File: src/rtl/board_input_ctrl_pkg.sv
// Register map and button bit positions shared by the input block and the
// CPU-side address decode.
package board_io_pkg;

  localparam int DATA_W = 32;

  typedef enum logic [1:0] {
    ADDR_SW  = 2'd0,
    ADDR_BTN = 2'd1,
    ADDR_EVT = 2'd2,
    ADDR_IEN = 2'd3
  } reg_addr_e;

  localparam int BTN_C = 0;
  localparam int BTN_U = 1;
  localparam int BTN_L = 2;
  localparam int BTN_R = 3;
  localparam int BTN_D = 4;

endpackage

File: src/rtl/board_input_ctrl_if.sv
// Memory-mapped register port between the CPU (master) and the board input
// block (slave).
interface board_input_ctrl_if;
  import board_io_pkg::*;

  logic [1:0]        addr;
  logic              rd_en;
  logic              wr_en;
  logic [DATA_W-1:0] wdata;
  logic [DATA_W-1:0] rdata;
  logic              irq;

  modport master (output addr, rd_en, wr_en, wdata, input rdata, irq);
  modport slave  (input addr, rd_en, wr_en, wdata, output rdata, irq);

endinterface

File: src/rtl/board_input_ctrl_debounce_cell.sv
// One input bit: 2-flop synchronizer, tick-sampled stability counter and the
// accepted (stable) level.
module debounce_cell #(
  parameter int DB_TICKS = 10
) (
  input  logic clk,
  input  logic reset_n,
  input  logic tick,
  input  logic raw,
  output logic stable
);

  localparam int CW = $clog2(DB_TICKS + 1);
  localparam logic [CW-1:0] CNT_LAST = CW'(DB_TICKS - 1);

  logic          sync_p0;
  logic          sync_p1;
  logic [CW-1:0] cnt;

  always_ff @(posedge clk or negedge reset_n) begin
    if (!reset_n) begin
      sync_p0 <= 1'b0;
      sync_p1 <= 1'b0;
      cnt     <= '0;
      stable  <= 1'b0;
    end else begin
      sync_p0 <= raw;
      sync_p1 <= sync_p0;
      // Only tick samples count; any disagreeing-free tick restarts the run.
      if (tick) begin
        if (sync_p1 == stable) begin
          cnt <= '0;
        end else if (cnt == CNT_LAST) begin
          stable <= sync_p1;
          cnt    <= '0;
        end else begin
          cnt <= cnt + 1'b1;
        end
      end
    end
  end

endmodule

File: src/rtl/board_input_ctrl.sv
// Board switch/button conditioning with a 4-word register port.
// Optional IEN register and irq output enabled by defining INPUT_IRQ_EN.
module board_input_ctrl
  import board_io_pkg::*;
#(
  parameter int N_SW     = 16,
  parameter int N_BTN    = 5,
  parameter int TICK_DIV = 100000,
  parameter int DB_TICKS = 10
) (
  input  logic             clk,
  input  logic             reset_n,
  input  logic [N_SW-1:0]  sw_raw,
  input  logic [N_BTN-1:0] btn_raw,
  board_input_ctrl_if.slave bus
);

  localparam int NB = N_SW + N_BTN;
  localparam int TW = $clog2(TICK_DIV);
  localparam logic [TW-1:0] TICK_LAST = TW'(TICK_DIV - 1);

  logic [TW-1:0]     tick_cnt;
  logic              tick;
  logic [NB-1:0]     raw_all;
  logic [NB-1:0]     stb_all;
  logic [N_SW-1:0]   sw_stb;
  logic [N_BTN-1:0]  btn_stb;
  logic [N_BTN-1:0]  btn_prev;
  logic [N_BTN-1:0]  evt;
  logic [N_BTN-1:0]  evt_nxt;
  logic [N_BTN-1:0]  w1c;
  logic [N_BTN-1:0]  ien;
  logic [DATA_W-1:0] rd_mux;
  logic              unused_wdata;

  assign tick = (tick_cnt == TICK_LAST);

  always_ff @(posedge clk or negedge reset_n) begin
    if (!reset_n) tick_cnt <= '0;
    else if (tick) tick_cnt <= '0;
    else           tick_cnt <= tick_cnt + 1'b1;
  end

  assign raw_all = {btn_raw, sw_raw};

  for (genvar i = 0; i < NB; i++) begin : g_db
    debounce_cell #(.DB_TICKS(DB_TICKS)) u_db (
      .clk    (clk),
      .reset_n(reset_n),
      .tick   (tick),
      .raw    (raw_all[i]),
      .stable (stb_all[i])
    );
  end

  assign sw_stb  = stb_all[N_SW-1:0];
  assign btn_stb = stb_all[NB-1:N_SW];

  // Press set is OR-ed in after the clear so a same-cycle press survives W1C.
  always_comb begin
    w1c     = '0;
    if (bus.wr_en && bus.addr == ADDR_EVT) w1c = bus.wdata[N_BTN-1:0];
    evt_nxt = (evt & ~w1c) | (btn_stb & ~btn_prev);
  end

  always_comb begin
    rd_mux = '0;
    case (bus.addr)
      ADDR_SW:  rd_mux[N_SW-1:0]  = sw_stb;
      ADDR_BTN: rd_mux[N_BTN-1:0] = btn_stb;
      ADDR_EVT: rd_mux[N_BTN-1:0] = evt;
      ADDR_IEN: rd_mux[N_BTN-1:0] = ien;
      default:  rd_mux = '0;
    endcase
  end

  always_ff @(posedge clk or negedge reset_n) begin
    if (!reset_n) begin
      btn_prev  <= '0;
      evt       <= '0;
      bus.rdata <= '0;
    end else begin
      btn_prev <= btn_stb;
      evt      <= evt_nxt;
      if (bus.rd_en) bus.rdata <= rd_mux;
    end
  end

`ifdef INPUT_IRQ_EN
  logic irq_q;

  always_ff @(posedge clk or negedge reset_n) begin
    if (!reset_n) begin
      ien   <= '0;
      irq_q <= 1'b0;
    end else begin
      if (bus.wr_en && bus.addr == ADDR_IEN) ien <= bus.wdata[N_BTN-1:0];
      irq_q <= |(evt & ien);
    end
  end

  assign bus.irq = irq_q;
`else
  assign ien     = '0;
  assign bus.irq = 1'b0;
`endif

  assign unused_wdata = ^bus.wdata[DATA_W-1:N_BTN];

endmodule
File: src/flat_wrapper.sv
// flat-port wrapper written by rule: the top's interface ports become plain ports
module board_input_ctrl_flat import board_io_pkg::*;
#(
  parameter int N_SW     = 16,
  parameter int N_BTN    = 5,
  parameter int TICK_DIV = 100000,
  parameter int DB_TICKS = 10
)
  (clk, reset_n, sw_raw, btn_raw, bus_addr, bus_rd_en, bus_wr_en, bus_wdata, bus_rdata, bus_irq);
  board_input_ctrl_if bus_i ();
  input  logic clk;
  input  logic reset_n;
  input  logic [N_SW-1:0] sw_raw;
  input  logic [N_BTN-1:0] btn_raw;
  input wire logic [$bits(bus_i.addr)-1:0] bus_addr;
  input wire logic [$bits(bus_i.rd_en)-1:0] bus_rd_en;
  input wire logic [$bits(bus_i.wr_en)-1:0] bus_wr_en;
  input wire logic [$bits(bus_i.wdata)-1:0] bus_wdata;
  output wire logic [$bits(bus_i.rdata)-1:0] bus_rdata;
  output wire logic [$bits(bus_i.irq)-1:0] bus_irq;
  assign bus_i.addr = bus_addr;
  assign bus_i.rd_en = bus_rd_en;
  assign bus_i.wr_en = bus_wr_en;
  assign bus_i.wdata = bus_wdata;
  assign bus_rdata = bus_i.rdata;
  assign bus_irq = bus_i.irq;
  board_input_ctrl #(.N_SW(N_SW), .N_BTN(N_BTN), .TICK_DIV(TICK_DIV), .DB_TICKS(DB_TICKS)) u_core (.clk(clk), .reset_n(reset_n), .sw_raw(sw_raw), .btn_raw(btn_raw), .bus(bus_i));
endmodule
File: config.mk
export PLATFORM = sky130hd
export DESIGN_NAME = board_input_ctrl_flat
export DESIGN_NICKNAME = d
export VERILOG_FILES = /design/src/rtl/board_input_ctrl_pkg.sv /design/src/rtl/board_input_ctrl_if.sv /design/src/rtl/board_input_ctrl_debounce_cell.sv /design/src/rtl/board_input_ctrl.sv /design/src/flat_wrapper.sv
export SDC_FILE = /design/constraint.sdc
export NUM_CORES = 1
export LEC_CHECK = 0
export ABC_AREA = 1
export CORE_MARGIN = 5
export CORE_UTILIZATION = 30
export CTS_CLUSTER_SIZE = 25
export DETAILED_ROUTE_END_ITERATION = 12
export GPL_TIMING_DRIVEN = 0
export PLACE_DENSITY = 0.54
export SKIP_LAST_GASP = 1
export SYNTH_ARGS = -nofsm -noshare
export SYNTH_HDL_FRONTEND = slang
export SYNTH_SLANG_ARGS = --single-unit
export TNS_END_PERCENT = 100
File: constraint.sdc
create_clock -name clk -period 4.4 [get_ports clk]
set_input_delay 0.88 -clock clk [delete_from_list [all_inputs] [get_ports clk]]
set_output_delay 0.88 -clock clk [all_outputs]
set_load 0.03 [all_outputs]
==> impl_metrics.json <==
{
  "fin_skew_ns": 0.0111,
  "finalWirelength_mm": 22.4,
  "synth_warnings": 0,
  "cts_max_level": 4,
  "finalSetupViolCount": 0,
  "floorplan.die.width_um": 190,
  "grt_usage": 0.130,
  "avgSynthCellArea_sq_um": 8.16,
  "critical-path-top-delay-family": "buffers and inverters",
  "cts_made_buffers": 17,
  "path_class": "register to output pin",
  "power_density_nw_per_um2": 307,
  "cts_tree": "yes",
  "syn_inst": 1197,
  "fp.dieH_um": 190,
  "clk_path_buf_depth": 2,
  "dieArea_sq_um": 36300,
  "port_buffers": 46,
  "cap_viol_max_count": 0,
  "arrival_ns": 1.52,
  "vias": 7753,
  "first_pass_iters": 5,
  "max_freq_mhz": 416,
  "finalPower_w": 0.00352,
  "slew-limit-headroom": 0.521,
  "route.detailed.drc": 0,
  "fin_util": 0.354,
  "dpl.hpwl_mm": 15.7,
  "clock_latency_ns": 0.44,
  "whs_ns": 0.344,
  "required_ns": 3.52,
  "antenna_found_initial": 1,
  "synth-seq-area-share": 0.487,
  "endpoint_kind": "output pin",
  "io_pins": 92,
  "synth_top_area_cell": "dfrtp_1",
  "drv_slew": 0,
  "antenna_cells": 0,
  "ys_types": 29,
  "period_minus_slack_ns": 2.40,
  "slowest_stage": "clkdlybuf4s50_1",
  "area_delta_synth_final_pct": 17.3,
  "grt_pass1_vias": 7407,
  "routabilityCongestion": 0.793,
  "path_cells": "clkdlybuf4s50_1",
  "hold_class": "register to register",
  "synth_top_area_share": 0.487,
  "cts_hold_buf": 0,
  "outcome": "complete, no violations",
  "placed_cells": 1702,
  "dr.first_iter.drc_count": 509,
  "ys_ff_latch": 190,
  "cts_resized": 0,
  "synthTopCellsByArea": "dfrtp_1 (49%), nand2_1 (14%), inv_1 (5.8%), ha_1 (5.5%), nand4_1 (5.4%)",
  "wire_per_inst_um": 12.9,
  "crit_buf_inv": 1,
  "worstPathMaxFanout": 2,
  "layout.cells.non_filler": 1734,
  "ant_nets": 0,
  "grt_pass1_wl_mm": 38.0,
  "grt_start_max_net_pins": 101,
  "peakVddDrop_uv": 199,
  "initial_core_util": 0.302,
  "overflow": 0,
  "cts.sinks": 190,
  "tns_ns": 0,
  "core_sq_um": 32400,
  "rows": 66,
  "min_period_over_period": 0.546,
  "syn-cell-area_sq_um": 9770,
  "finalNetCount": 1381,
  "p_leak_nw": 5.58,
  "critical_path.max_stage_delay_ns": 0.69,
  "hold_viol_final": 0,
  "cts_root_buffer": "clkbuf_16",
  "rsz0062_at_grt": "false",
  "startpoint_type": "register",
  "cts.clk_slew.worst_paths_ns": 0.07,
  "worst_pin_slew_ns": 0.715,
  "via_per_inst": 4.47,
  "drive_above_1_share": 0.0611,
  "postCtsSetupBuffers": 0
}
==> metrics by stage <==
stage               instance area (sq um)  setup slack, ns
floorplan                            9830             2.70
global placement                    10800            -6.09
detailed placement                  10900             1.70
CTS                                 11500             1.97
global route                        11500             1.95
finish                              11500             2.00
==> where the power goes <==
part / total [W] / internal [W] / switching [W]
Clock: 0.00156 / 0.000860 / 0.000705
Sequential: 0.00179 / 0.00177 / 0.0000160
Combinational: 0.000169 / 0.0000612 / 0.000108
==> state kept, by name (all words and copies together), names as in the netlist <==
name / cells
u_core.g_db.u_db.sync_p0: 21
u_core.g_db.u_db.cnt: 84
u_core.g_db.u_db.sync_p1: 21
u_core.g_db.u_db.stable: 21
u_core.btn_prev: 5
u_core.bus.rdata: 16
u_core.tick_cnt: 17
u_core.evt: 5
==> cell usage after synthesis <==
cell type,instances
o21ai_2,4
a21oi_1,3
a31oi_1,3
buf_4,19
buf_6,7
nand2_1,368
nand4_1,84
o21ai_0,25
o21ai_1,42
o21bai_1,21
nor2_2,1
and3_1,20
a41oi_1,2
xnor2_1,2
buf_1,1
buf_2,12
conb_1,1
clkbuf_1,10
nor2_1,82
nand3_2,1
xor2_1,27
nand2_2,1
ha_1,43
nor3_1,3
inv_2,2
inv_1,151
nand3_1,71
nor2_4,1
dfrtp_1,190
==> cell families (layout without fill, tap and decap cells) <==
family	after synthesis	after routing	synth area share
AOI/OAI and AO/OA	100	100	0.0593
buffers and inverters	202	281	0.0918
xor gates and xnor gates	29	29	0.0260
other	1	17	0.000384
adders and majority gates	43	43	0.0551
DFF	190	190	0.487
and+or+nand+nor	632	632	0.281
==> placed cells by master, fill, tap and decap left out, types with 2 or more instances in the layout <==
cell type,Yosys,final
o21bai_1,21,21
o21ai_1,42,42
a21oi_1,3,3
xnor2_1,2,2
xor2_1,27,27
and3_1,20,20
conb_1,1,17
buf_6,7,7
bufinv_16,0,2
ha_1,43,43
a31oi_1,3,3
inv_1,151,151
buf_2,12,12
nor3_1,3,3
nor2_1,82,82
buf_4,19,19
clkbuf_1,10,13
o21ai_0,25,25
clkinvlp_4,0,3
clkinv_4,0,3
clkdlybuf4s50_1,0,45
nand3_1,71,71
o21ai_2,4,4
dfrtp_1,190,190
nand4_1,84,84
clkbuf_16,0,17
inv_2,2,2
a41oi_1,2,2
nand2_1,368,368
==> worst paths after layout <==
check | startpoint | endpoint | slack (ns) | depth (start not counted)
hold / removal | u_core.g_db[18].u_db.sync_p0 | u_core.g_db[18].u_db.sync_p1 | 0.34 | 0
setup reg to reg | u_core.tick_cnt[0] | u_core.g_db[3].u_db.cnt[1] | 2.37 | 9
min in group asynchronous | reset_n | u_core.g_db[2].u_db.sync_p1 | 0.43 | 1
setup / recovery | u_core.bus.rdata[14] | bus_rdata[14] | 2.00 | 1
hold reg to reg | u_core.g_db[18].u_db.sync_p0 | u_core.g_db[18].u_db.sync_p1 | 0.34 | 0
max in group asynchronous | reset_n | u_core.g_db[9].u_db.cnt[2] | 3.02 | 2
==> area by class of cell <==
| type | instances | area (sq um) |
|---|---|---|
| well taps | 442 | 553 |
| repair buffers | 47 | 493 |
| plain buffers | 49 | 323 |
| clock inverters | 11 | 134 |
| flip-flops and latches | 190 | 4750 |
| inverters | 153 | 574 |
| clock buffers | 21 | 450 |
| fillers | 3401 | 20900 |
| multi-input cells | 821 | 4180 |
==> routing by layer <==
metal	wire, um	global-route usage	vias up
met5	11	0	-
met1	10700	0.172	3666
met4	410	0.0409	2
met2	10700	0.219	82
met3	612	0.0211	24
li1	-	-	3979
==> worst register-to-register path, delay by kind of cell, from the launching register on <==
kind | cells | cell delay (ns)
AO/OA/AOI/OAI | 1 | 0.07
buffers and inverters | 2 | 0.44
flip-flops | 1 | 0.39
AND/OR/NAND/NOR | 5 | 0.81
adder cells (fa/ha/maj) | 1 | 0.19
No activity file was read; power rests on OpenSTA's default activity.
